<file path="config.mk">
export PLATFORM = sky130hd
export DESIGN_NAME = uart_rx_core
export DESIGN_NICKNAME = d
export VERILOG_FILES = /design/src/rtl/uart_rx_pkg.sv /design/src/rtl/uart_rx_sampler.sv /design/src/rtl/uart_rx_core.sv
export SDC_FILE = /design/constraint.sdc
export NUM_CORES = 1
export LEC_CHECK = 0
export ABC_AREA = 0
export CORE_MARGIN = 2
export CORE_UTILIZATION = 29
export CTS_BUF_LIST = sky130_fd_sc_hd__clkbuf_2 sky130_fd_sc_hd__clkbuf_4 sky130_fd_sc_hd__clkbuf_8
export CTS_CLUSTER_DIAMETER = 100
export DETAILED_ROUTE_END_ITERATION = 8
export DONT_BUFFER_PORTS = 1
export GPL_TIMING_DRIVEN = 0
export PLACE_DENSITY_LB_ADDON = 0.08
export SLEW_MARGIN = 0
export SYNTH_ARGS = -nofsm -noshare
export SYNTH_HDL_FRONTEND = slang
export SYNTH_SLANG_ARGS = --single-unit
</file>
<file path="constraint.sdc">
create_clock -name CLK -period 5.9 [get_ports CLK]
set_input_delay 0.885 -clock CLK [delete_from_list [all_inputs] [get_ports CLK]]
set_output_delay 0.885 -clock CLK [all_outputs]
set_load 0.02 [all_outputs]
</file>
<file path="src/rtl/uart_rx_pkg.sv">
// uart_rx_pkg: shared types for the UART receiver.
// FSM state encoding and the parity-type encoding shared with TX.
package uart_rx_pkg;

   typedef enum logic [2:0] {
      IDLE   = 3'd0,
      START  = 3'd1,
      DATA   = 3'd2,
      PARITY = 3'd3,
      STOP   = 3'd4,
      OUT    = 3'd5
   } rx_state_t;

   localparam logic PAR_EVEN = 1'b0;
   localparam logic PAR_ODD  = 1'b1;

endpackage

</file>
<file path="src/rtl/uart_rx_sampler.sv">
// uart_rx_sampler: per-bit edge counter plus 3-sample majority voter.
// Ports: CLK/RST (sync, active-low), i_en run, i_prescale cycles/bit,
//   i_rx line; o_edge_cnt, o_bit_end, o_sampled_bit, o_sample_valid.
module uart_rx_sampler #(
   parameter int PRESCALE_W = 6
) (
   input  logic                  CLK,
   input  logic                  RST,
   input  logic                  i_en,
   input  logic [PRESCALE_W-1:0] i_prescale,
   input  logic                  i_rx,
   output logic [PRESCALE_W-1:0] o_edge_cnt,
   output logic                  o_bit_end,
   output logic                  o_sampled_bit,
   output logic                  o_sample_valid
);

   logic [PRESCALE_W-1:0] r_edge_cnt;
   logic [2:0]            r_smp;
   logic [PRESCALE_W-1:0] w_half;
   logic [PRESCALE_W-1:0] w_last;
   logic [PRESCALE_W-1:0] w_h_m1;
   logic [PRESCALE_W-1:0] w_h_p1;
   logic [PRESCALE_W-1:0] w_h_p2;

   assign w_half = i_prescale >> 1;
   assign w_last = i_prescale - PRESCALE_W'(1);
   assign w_h_m1 = w_half - PRESCALE_W'(1);
   assign w_h_p1 = w_half + PRESCALE_W'(1);
   assign w_h_p2 = w_half + PRESCALE_W'(2);

   assign o_edge_cnt     = r_edge_cnt;
   assign o_bit_end      = (r_edge_cnt == w_last);
   assign o_sample_valid = (r_edge_cnt >= w_h_p2);
   assign o_sampled_bit  = (r_smp[0] & r_smp[1]) |
                           (r_smp[0] & r_smp[2]) |
                           (r_smp[1] & r_smp[2]);

   always_ff @(posedge CLK) begin
      if (!RST) begin
         r_edge_cnt <= '0;
         r_smp      <= '0;
      end else begin
         if (!i_en || o_bit_end)
            r_edge_cnt <= '0;
         else
            r_edge_cnt <= r_edge_cnt + PRESCALE_W'(1);
         if (i_en) begin
            if (r_edge_cnt == w_h_m1) r_smp[0] <= i_rx;
            if (r_edge_cnt == w_half) r_smp[1] <= i_rx;
            if (r_edge_cnt == w_h_p1) r_smp[2] <= i_rx;
         end
      end
   end

endmodule

</file>
<file path="src/rtl/uart_rx_core.sv">
// uart_rx_core: UART receiver FSM, LSB-first deserialiser, parity/stop check.
// Ports: CLK, RST (sync, active-low), RX_IN, PAR_EN, PAR_TYPE, Prescale;
//   P_DATA, Data_Valid, Par_Err, Stp_Err (registered one-cycle pulses).
import uart_rx_pkg::*;

module uart_rx_core #(
   parameter int DATA_WIDTH = 8,
   parameter int PRESCALE_W = 6
) (
   input  logic                  CLK,
   input  logic                  RST,
   input  logic                  RX_IN,
   input  logic                  PAR_EN,
   input  logic                  PAR_TYPE,
   input  logic [PRESCALE_W-1:0] Prescale,
   output logic [DATA_WIDTH-1:0] P_DATA,
   output logic                  Data_Valid,
   output logic                  Par_Err,
   output logic                  Stp_Err
);

   localparam int BW = (DATA_WIDTH > 1) ? $clog2(DATA_WIDTH) : 1;

   rx_state_t             r_state;
   logic [BW-1:0]         r_bit_cnt;
   logic [DATA_WIDTH-1:0] r_shift;
   logic [DATA_WIDTH-1:0] r_p_data;
   logic                  r_par_en;
   logic                  r_par_type;
   logic [PRESCALE_W-1:0] r_prescale;
   logic                  r_par_fail;
   logic                  r_data_valid;
   logic                  r_par_err;
   logic                  r_stp_err;

   logic                  w_idle_like;
   logic                  w_start;
   logic                  w_busy;
   logic                  w_glitch;
   logic                  w_en;
   logic [PRESCALE_W-1:0] w_presc;
   logic [PRESCALE_W-1:0] w_edge_cnt;
   logic                  w_bit_end;
   logic                  w_bit;
   logic                  w_sample_valid;
   logic                  w_par_exp;
   logic                  w_last_bit;

   // OUT behaves like IDLE for start detection (back-to-back frames);
   // the start-detect cycle itself is edge 0, so it runs on the live Prescale.
   assign w_idle_like = (r_state == IDLE) || (r_state == OUT);
   assign w_start     = w_idle_like && !RX_IN;
   assign w_presc     = w_idle_like ? Prescale : r_prescale;
   assign w_busy      = (r_state == START) || (r_state == DATA) ||
                        (r_state == PARITY) || (r_state == STOP);
   assign w_glitch    = (r_state == START) && w_sample_valid &&
                        w_bit && (w_edge_cnt != '0);
   assign w_en        = w_start || (w_busy && !w_glitch);
   assign w_par_exp   = (^r_shift) ^ (r_par_type == PAR_ODD);
   assign w_last_bit  = (r_bit_cnt == BW'(DATA_WIDTH - 1));

   uart_rx_sampler #(.PRESCALE_W(PRESCALE_W)) u_sampler (
      .CLK            (CLK),
      .RST            (RST),
      .i_en           (w_en),
      .i_prescale     (w_presc),
      .i_rx           (RX_IN),
      .o_edge_cnt     (w_edge_cnt),
      .o_bit_end      (w_bit_end),
      .o_sampled_bit  (w_bit),
      .o_sample_valid (w_sample_valid)
   );

   always_ff @(posedge CLK) begin
      if (!RST) begin
         r_state      <= IDLE;
         r_bit_cnt    <= '0;
         r_shift      <= '0;
         r_p_data     <= '0;
         r_par_en     <= 1'b0;
         r_par_type   <= 1'b0;
         r_prescale   <= '0;
         r_par_fail   <= 1'b0;
         r_data_valid <= 1'b0;
         r_par_err    <= 1'b0;
         r_stp_err    <= 1'b0;
      end else begin
         r_data_valid <= 1'b0;
         r_par_err    <= 1'b0;
         r_stp_err    <= 1'b0;
         unique case (r_state)
            IDLE, OUT: begin
               if (w_start) begin
                  r_state    <= START;
                  r_par_en   <= PAR_EN;
                  r_par_type <= PAR_TYPE;
                  r_prescale <= Prescale;
                  r_par_fail <= 1'b0;
                  r_bit_cnt  <= '0;
               end else begin
                  r_state <= IDLE;
               end
            end
            START: begin
               if (w_glitch)
                  r_state <= IDLE;
               else if (w_bit_end)
                  r_state <= DATA;
            end
            DATA: begin
               if (w_bit_end) begin
                  r_shift <= {w_bit, r_shift[DATA_WIDTH-1:1]};
                  if (w_last_bit) begin
                     r_bit_cnt <= '0;
                     r_state   <= r_par_en ? PARITY : STOP;
                  end else begin
                     r_bit_cnt <= r_bit_cnt + BW'(1);
                  end
               end
            end
            PARITY: begin
               if (w_bit_end) begin
                  if (w_bit != w_par_exp) r_par_fail <= 1'b1;
                  r_state <= STOP;
               end
            end
            STOP: begin
               // Pulses are registered here so they appear during OUT.
               if (w_bit_end) begin
                  r_state      <= OUT;
                  r_data_valid <= !r_par_fail && w_bit;
                  r_par_err    <= r_par_fail;
                  r_stp_err    <= !w_bit;
                  if (!r_par_fail && w_bit) r_p_data <= r_shift;
               end
            end
            default: r_state <= IDLE;
         endcase
      end
   end

   assign P_DATA     = r_p_data;
   assign Data_Valid = r_data_valid;
   assign Par_Err    = r_par_err;
   assign Stp_Err    = r_stp_err;

endmodule
</file>
; ---- After elaboration in Yosys (flattened, before gate mapping)
; Cells that the tools add are included.
; W data, S select, Z words.
[word_totals]
regBits = 43
latch_bits = 0
ramBits = 0
romBits = 0
out_inout_bits = 11
mem_count = 0
[op_classes]
add_sub_neg = 6
mul = 0
div = 0
magnitude_cmp = 1
eq_ne = 18
shift = 0
n_mux = 18
bitwise_logic = 7
reduce_logical = 34
[op_table]
columns = op, count
row1 = $mux W3, 10
row2 = $eq A6 B6 Y1, 3
row3 = $pmux W3 S5, 1
row4 = $reduce_and A2 Y1, 5
row5 = $eq A3 B3 Y1 const B, 3
row6 = $reduce_and A3 Y1, 3
row7 = $ne A2 B1 Y1 const B, 4
row8 = $reduce_xor A8 Y1, 1
row9 = $add A5 B1 Y6 const B, 1
row10 = $add A5 B2 Y6 const B, 1
row11 = $add A6 B1 Y6 const B, 1
row12 = $eq A3 B2 Y1 const B, 2
row13 = $eq A6 B5 Y1, 1
row14 = $ge A6 B6 Y1, 1
row15 = $logic_and A1 B1 Y1, 6
row16 = $logic_or A1 B1 Y1, 6
row17 = $mux W6, 1
row18 = $pmux W3 S2, 1
row19 = $reduce_bool A6 Y1, 1
row20 = $sub A5 B1 Y6 const B, 1
row21 = $sub A6 B1 Y6 const B, 1
row22 = $logic_not A1 Y1, 5
row23 = $reduce_and A5 Y1, 1
row24 = $mux W1, 4
row25 = 14 further kinds, 20

; ---- Depth between registers and ports, before layout
; Gate-level depths: netlist of run 1.
[depth]
ltp_word = 14
ltp_mapped = 16
mapped_depth_nobuf = 13

; ---- Modules after synthesis
; Synthesis of run 1 repeated with hierarchy kept, for this count alone.
[hier_totals]
hier_cells = 291
hier_area_um2 = 2687.6
[by_module_without_submodules]
columns = module, instances, cells_each, area_per_inst_um2
row1 = uart_rx_core, 1, 168, 1674.1
row2 = uart_rx_sampler, 1, 123, 1013.5

; ---- Worst setup path after synthesis of run 1
; No wires, ideal clock.
[synth_timing]
path_kind = input to register
start = in Prescale[4]
end = reg u_sampler.r_smp[2]
arrival_ps = 3362
t_required_ps = 5828
path_slack_ps = 2466
cell_stages = 14
cell_sequence = clkbuf_1 -> nand3_1 -> and2_0 -> clkbuf_1 -> o21ai_0 -> nand2_1 -> ha_1 -> a21o_1 -> a21oi_1 -> o21ai_0 -> and3_1 -> a311oi_1 -> nor4b_1 -> mux2i_1
[synth_between]
elab_chain_len = 10
word_cells_on_any_way = 12
cone_classes = add/sub (2) / order compare (1) / eq/ne (1) / mux (1) / reduce/logical (7)
[synth_rtl]
columns = item, line
row1 = start: declaration, uart_rx_core.sv:15  ; input logic [PRESCALE_W-1:0] Prescale,
row2 = $mux W6 *, uart_rx_core.sv:53  ; assign w_presc = w_idle_like ? Prescale : r_prescale;
row3 = $add A5 B2 Y6, uart_rx_sampler.sv:30  ; assign w_h_p2 = w_half + PRESCALE_W'(2);
row4 = $ge A6 B6 Y1, uart_rx_sampler.sv:34  ; assign o_sample_valid = (r_edge_cnt >= w_h_p2);
row5 = $logic_and A1 B1 Y1 (2 in a row), uart_rx_core.sv:56  ; assign w_glitch = (r_state == START) && w_sample_valid &&
row6 = $logic_and A1 B1 Y1, uart_rx_core.sv:57  ; w_bit && (w_edge_cnt != '0);
row7 = $logic_not A1 Y1, uart_rx_core.sv:58  ; assign w_en = w_start || (w_busy && !w_glitch);
row8 = $logic_and A1 B1 Y1, uart_rx_core.sv:58
row9 = $logic_or A1 B1 Y1, uart_rx_core.sv:58
row10 = $reduce_and A2 Y1 (no source line) *, -
row11 = end signal: assignment, uart_rx_sampler.sv:51  ; if (r_edge_cnt == w_h_p1) r_smp[2] <= i_rx;
row12 = end: declaration, uart_rx_sampler.sv:19  ; logic [2:0] r_smp;
; Mark *: on every way between the ends. The rest lies on a longest branch, timed or not.
; A chain may end at the register's enable or synchronous reset.

; ---- Worst setup path in the final report of run 1
[layout_timing]
start = reg r_state[1]
end = reg u_sampler.r_smp[2]
[layout_between]
elab_chain_len = 12
word_cells_on_any_way = 23
cone_classes = add/sub (2) / order compare (1) / eq/ne (6) / mux (1) / reduce/logical (13)
[layout_rtl]
columns = item, line
row1 = start: declaration, uart_rx_core.sv:24  ; rx_state_t r_state;
row2 = start signal: assignment, uart_rx_core.sv:115  ; r_state <= r_par_en ? PARITY : STOP;
row3 = $eq A3 B3 Y1 or $logic_not A3 Y1 (tied branches), uart_rx_core.sv:51  ; assign w_idle_like = (r_state == IDLE) || (r_state == OUT);
row4 = $logic_or A1 B1 Y1, uart_rx_core.sv:51
row5 = $mux W6, uart_rx_core.sv:53
row6 = $add A5 B2 Y6, uart_rx_sampler.sv:30
row7 = $ge A6 B6 Y1, uart_rx_sampler.sv:34
row8 = $logic_and A1 B1 Y1 (2 in a row), uart_rx_core.sv:56
row9 = $logic_and A1 B1 Y1, uart_rx_core.sv:57
row10 = $logic_not A1 Y1, uart_rx_core.sv:58
row11 = $logic_and A1 B1 Y1, uart_rx_core.sv:58
row12 = $logic_or A1 B1 Y1, uart_rx_core.sv:58
row13 = $reduce_and A2 Y1 (no source line) *, -
; Marks and branches as above.

==> results of run 1 <==
-- where the power goes --
group / internal (uW) / switching, uW
logic: 59.5 / 89.6
clock network: 84.9 / 120
registers: 297 / 6.76
-- path summary, 6_finish.rpt --
path	end	depth (start not counted)
max	u_sampler.r_smp[2]	16
min reg2reg	Par_Err	2
min	Par_Err	2
max reg2reg	u_sampler.r_smp[2]	16
-- layout make-up --
type / count / area [sq um] / share of cell area
multi-input combinational: 293 / 1910 / 0.594
inverter: 12 / 45.0 / 0.0140
buffer: 31 / 140 / 0.0436
sequential: 43 / 861 / 0.268
clock inverter: 3 / 23.8 / 0.00740
clock buffer: 5 / 68.8 / 0.0214
tap: 133 / 166 / 0.0518
-- cell families (layout without fill, tap and decap cells) --
logic type | count (synthesis) | after routing | share of synthesized area
AOI/OAI and AO/OA | 87 | 87 | 0.191
xor gates and xnor gates | 30 | 30 | 0.0889
adders and majority gates | 13 | 13 | 0.0542
buffers and inverters | 43 | 51 | 0.0627
DFF | 43 | 43 | 0.291
muxes | 17 | 17 | 0.0623
and+or+nand+nor | 146 | 146 | 0.249
-- synth_stat cells (2+ instances only) --
cell type / number / share of area
and4_1: 2 / 0.0059
a221o_1: 2 / 0.0068
o31a_1: 2 / 0.0059
o21ai_0: 22 / 0.037
nor4b_1: 2 / 0.0059
a31oi_1: 3 / 0.0064
and3_1: 9 / 0.019
a22oi_1: 2 / 0.0051
nor2_1: 29 / 0.037
ha_1: 12 / 0.051
o31ai_1: 2 / 0.0051
xor2_1: 9 / 0.027
dfxtp_1: 43 / 0.29
mux2i_1: 15 / 0.051
or4_1: 4 / 0.010
o211ai_1: 3 / 0.0076
o21ai_1: 3 / 0.0051
a211oi_1: 3 / 0.0076
nand2_1: 43 / 0.055
a21oi_1: 27 / 0.046
nor3_1: 6 / 0.010
buf_1: 3 / 0.0038
buf_2: 7 / 0.012
inv_1: 12 / 0.015
a311oi_1: 2 / 0.0059
or3_1: 2 / 0.0042
nand3_1: 22 / 0.037
nor2b_1: 8 / 0.017
a21o_1: 2 / 0.0051
nand2b_1: 4 / 0.0085
clkbuf_1: 18 / 0.023
nor4_1: 6 / 0.013
nand4_1: 3 / 0.0064
o22ai_1: 3 / 0.0064
buf_4: 2 / 0.0051
xnor2_1: 21 / 0.062
-- state kept, by name, indices dropped and copies added, names as in the netlist --
| signal | count |
|---|---|
| Data_Valid | 1 |
| P_DATA | 8 |
| Stp_Err | 1 |
| Par_Err | 1 |
| u_sampler.r_smp | 3 |
| r_par_en | 1 |
| r_shift | 8 |
| u_sampler.o_edge_cnt | 6 |
| r_par_type | 1 |
| r_par_fail | 1 |
| r_state | 3 |
| r_prescale | 6 |
| r_bit_cnt | 3 |
-- cells in the final DEF, fill, tap and decap left out, types with 2 or more instances in the layout --
master      synthesis  routed
buf_2               7       7
nand2_1            43      43
a221o_1             2       2
or4_1               4       4
xnor2_1            21      21
ha_1               12      12
o22ai_1             3       3
a21o_1              2       2
nand3_1            22      22
clkbuf_1           18      18
clkinvlp_4          0       2
nor4b_1             2       2
or3_1               2       2
a21oi_1            27      27
nand2b_1            4       4
mux2i_1            15      15
o211ai_1            3       3
nand4_1             3       3
o31ai_1             2       2
buf_4               2       2
a311oi_1            2       2
inv_1              12      12
and3_1              9       9
nor2_1             29      29
nor4_1              6       6
o21ai_0            22      22
and4_1              2       2
clkbuf_8            0       5
o21ai_1             3       3
dfxtp_1            43      43
a31oi_1             3       3
buf_1               3       3
o31a_1              2       2
a22oi_1             2       2
nor3_1              6       6
xor2_1              9       9
a211oi_1            3       3
nor2b_1             8       8
-- through the flow --
stage,util,total power (uW)
floorplan,-,425
global placement,0.318,460
detailed placement,0.318,460
CTS,0.327,671
global route,0.327,697
finish,0.327,658
-- routing by layer --
layer	track usage	vias up
met5	0	-
met4	0.0286	0
met3	0.0243	7
met2	0.244	44
met1	0.232	1282
li1	-	1360
-- worst register-to-register path, stage by stage, from the launching register on --
cell      delay [ps]
dfxtp_1          320
buf_2            210
inv_1            160
buf_2            230
nand2_1          190
clkbuf_1         380
nor2_1            90
nor2_1           210
nand2_1           90
ha_1             290
a21o_1           180
a21oi_1          130
o21ai_0          110
and3_1           240
a311oi_1         380
nor4b_1          500
mux2i_1          240
==> impl_metrics.tcl, run 1 <==
set metrics [dict create \
    outcome "finished clean" \
    netlist_area_sq_um 2950 \
    drtIter0Drc 178 \
    ys_async_sr_fraction 0 \
    drv_slew 0 \
    worstSetupStartpoint "r_state[1]" \
    grt_pass1_wl_mm 13.8 \
    place_ws_ps 1720 \
    synthCells 379 \
    final_cells 520 \
    ir_drop_v 0.0000832 \
    coreArea_sq_um 9820 \
    post-route-min-period_ps 4010 \
    ant_nets 0 \
    grt-ovfl-total 0 \
    drive_gt1_frac 0.0698 \
    cts_tree "done" \
    max_slew_margin 0.452 \
    synth_area_per_cell_sq_um 7.79 \
    required_ps 6140 \
    die_x_um 105 \
    ios 22 \
    ff2ff_setup_slack_ps 1890 \
    grt_pass1_vias 2502 \
    critPathBufInv 4 \
    postCtsHoldBufs 0 \
    met1Wirelength_mm 4.37 \
    cpPeakStageDelay_ps 500 \
    place_area_sq_um 3120 \
    antenna_cells 0 \
    antenna_found_initial 0 \
    finalHoldViolCount 0 \
    tightest_slew_ps 816 \
    hp-class "reg2reg" \
    fin_crit_sh 0.680 \
    highest_layer "met4" \
    place_inst 512 \
    die_area_sq_um 11000 \
    cpMaxStageDelayCell "nor4b_1" \
    portBuffers 0 \
    wl_met2_mm 3.77 \
    crit_chain "buf_2 -> inv_1 -> buf_2 -> nand2_1 -> clkbuf_1 -> nor2_1 -> nor2_1 -> nand2_1 -> ha_1 -> a21o_1 -> a21oi_1 -> o21ai_0 -> and3_1 -> a311oi_1 -> nor4b_1 -> mux2i_1" \
    root_buffer "clkbuf_8" \
    rsz0062_at_grt "no" \
    postCtsSetupBuffers 0 \
    worstPathMaxFanout 10 \
    synth_cell_types 57 \
    clock-sinks 43 \
    max_freq_mhz 249 \
    finalSetupViolations 0 \
    worstReg2RegStart "r_state[1]" \
    n_fill_cell 1116 \
    drcViolationCount 0 \
    synth_edf_count 0 \
    cp_data_arrival_time_ps 4250 \
    synth_seq_cells 43 \
    crit_path_end_kind "register" \
    whs_ps 469 \
    dp_hpwl_mm 6.35 \
    nets 409 \
    avgViaCountPerCell 5.18 \
    cap_violations 0 \
    timing.setup.tns_ps 0 \
    wire_per_inst_um 16.3 \
    postRouteWirelength_mm 8.48 \
    worst_setup_path_start_kind "register" \
    gp_congestion 0.797 \
    clk_latency_ps 310 \
    yosysWarnings 0 \
    finalWorstSetupSlack_ps 1890 \
    htree_levels 2 \
    grt_use_total 0.157 \
    clockBufferDepth 2 \
    power_density_nw_per_um2 205 \
    skew_ps 9.70 \
    initial_utilization 0.301 \
    rows 36 \
    die_h_um 105 \
    ys_seq_area_frac 0.291 \
    vias 2693 \
    post_cts_resized 0 \
    synth_top_flop_cell "dfxtp_1" \
    syn_nets 402 \
    dr.pass1.iters 4 \
    area_growth_pct 8.77 \
    power.leakage_uw 0.00115 \
    worstSetupPathType "reg2reg" \
    worstHoldStart "r_par_fail" \
    numCtsBuffers 5 \
    wl_met3_um 277 \
    grt_max_degree 16 \
    clk_pin_slew_ps 100 \
    cp_top_family "simple AND/OR/NAND/NOR gates" \
    finalInstanceArea_sq_um 3210 \
]
Note: power is estimated with default switching activity, not from simulation.
==> inputs of run 2 (changes only) <==
clock period = 3.7 ns   (was 5.9 ns; I/O delays follow)
==> impl_metrics.tcl, run 2 (synthesis results as in run 1) <==
set metrics [dict create \
    tightest_slew_ps 790 \
    post-route-min-period_ps 3490 \
    ir_drop_v 0.000134 \
    power_density_nw_per_um2 324 \
    dp_hpwl_mm 6.35 \
    worst_setup_path_start_kind "register" \
    ff2ff_setup_slack_ps 210 \
    portBuffers 0 \
    finalSetupViolations 0 \
    timing.rr.end "u_sampler.r_smp[2]" \
    antenna_found_initial 0 \
    drv_slew 0 \
    cpPeakStageDelay_ps 350 \
    worstReg2RegStart "r_state[1]" \
    area_growth_pct 11.0 \
    critPathBufInv 4 \
    postRouteWirelength_mm 8.53 \
    coreArea_sq_um 9820 \
    min_path_cells 2 \
    r2r_cells 14 \
    die_x_um 105 \
    cts_tree "done" \
    vias 2717 \
    drtIter0Drc 127 \
    rsz0062_at_grt "no" \
    avgViaCountPerCell 5.20 \
    worstHoldStart "Prescale[5]" \
    grt_use_total 0.158 \
    crit_path_end_kind "register" \
    ant_nets 0 \
    timing.setup.tns_ps 0 \
    wire_per_inst_um 16.3 \
    outcome "finished clean" \
    cp_data_arrival_time_ps 3730 \
    clk_latency_ps 310 \
    cap_violations 0 \
    dr.pass1.iters 4 \
    final_cell_mix "42 x dfxtp_1, 42 x nand2_1, 28 x nor2_1" \
    htree_levels 2 \
    grt-ovfl-total 0 \
    antenna_cells 0 \
    gp_congestion 0.797 \
    drcViolationCount 0 \
    grt_pass1_wl_mm 13.9 \
    skew_ps 9.60 \
    cp_top_family "compound AO/OA/AOI/OAI gates" \
    finalHoldViolCount 0 \
    fin_crit_sh 0.943 \
    worstPathMaxFanout 10 \
    finalWorstSetupSlack_ps 209 \
    drive_gt1_frac 0.100 \
    postCtsHoldBufs 0 \
    grt_max_degree 16 \
    root_buffer "clkbuf_8" \
    clockBufferDepth 2 \
    max_slew_margin 0.469 \
    clk_pin_slew_ps 100 \
    cpMaxStageDelayCell "a311oi_2" \
    die_h_um 105 \
    hp-class "in2reg" \
    place_ws_ps -311 \
    whs_endpoint "r_prescale[5]" \
    clock-sinks 43 \
    die_area_sq_um 11000 \
    max_freq_mhz 286 \
    numCtsBuffers 5 \
    required_ps 3940 \
    nets 411 \
    ios 22 \
    power.leakage_uw 0.00117 \
    worstSetupPathType "reg2reg" \
    crit_chain "buf_2 -> inv_1 -> buf_2 -> a21oi_1 -> a21oi_1 -> inv_1 -> ha_1 -> nand2b_1 -> a211oi_1 -> o21ai_0 -> and3_2 -> a311oi_2 -> nor4b_4 -> mux2i_1" \
    initial_utilization 0.301 \
    rows 36 \
    grt_pass1_vias 2520 \
]
## run 2: cell count changes in the layout (fill, tap and decap cells not counted), sizes merged
cell,change
buf,+2
## run 2: routing by layer
metal	global-route usage	share of wire	up-vias
li1	-	-	1367
met3	0.0243	0.028	6
met5	0	0	-
met1	0.233	0.52	1312
met2	0.244	0.45	32
met4	0.0286	0.0067	0
## run 2: cell type report
| class | instances | area [sq um] |
|---|---|---|
| sequential | 43 | 862 |
| clock buffer | 5 | 68.8 |
| multi-input combinational | 293 | 1950 |
| timing repair buffer | 2 | 15.0 |
| buffer | 31 | 144 |
| clock inverter | 3 | 23.8 |
| inverter | 12 | 45.0 |
| tap | 133 | 166 |
| fill | 1117 | 6540 |
## run 2: how the worst max path moves through the flow
stage | start | to | cells after the start | slack (ps)
after floorplan | Prescale[4] | u_sampler.r_smp[2] | 14 | 600
after global placement | r_state[1] | u_sampler.r_smp[2] | 16 | -340
after detailed placement | r_state[1] | u_sampler.r_smp[2] | 16 | -310
after CTS | r_state[1] | u_sampler.r_smp[2] | 16 | 90
after global routing | r_state[2] | u_sampler.r_smp[2] | 16 | 20
final | r_state[1] | u_sampler.r_smp[2] | 14 | 210
## run 2: report_power, final
group | internal [uW] | switching [uW] | total, uW
Combinational | 102 | 150 | 252
Clock | 135 | 192 | 328
Sequential | 473 | 11.2 | 484
## run 2: what timing repair did
item                                    CTS  global route
resized for setup                         4            10
endpoints found under the setup margin    6            11
pin swaps                                 0             2
buffers inserted                          0             2
## run 2: worst register-to-register path, cell delays in order (launching register included)
cell      delay [ps]
dfxtp_1          310
buf_2            180
inv_1            190
buf_2            290
a21oi_1          100
a21oi_1          300
inv_1            120
ha_1             340
nand2b_1         170
a211oi_1         210
o21ai_0          120
and3_2           250
a311oi_2         350
nor4b_4          300
mux2i_1          220
## run 2: per-stage QoR
step                hold slack [ps]  cells  area [sq um]  power (uW)   util
floorplan                       430    379          2950         678      -
global placement                451    512          3120         734  0.318
detailed placement              458    512          3120         734  0.318
CTS                             358    520          3240        1080  0.330
global route                    373    522          3280        1130  0.334
finish                          369    522          3280        1060  0.334
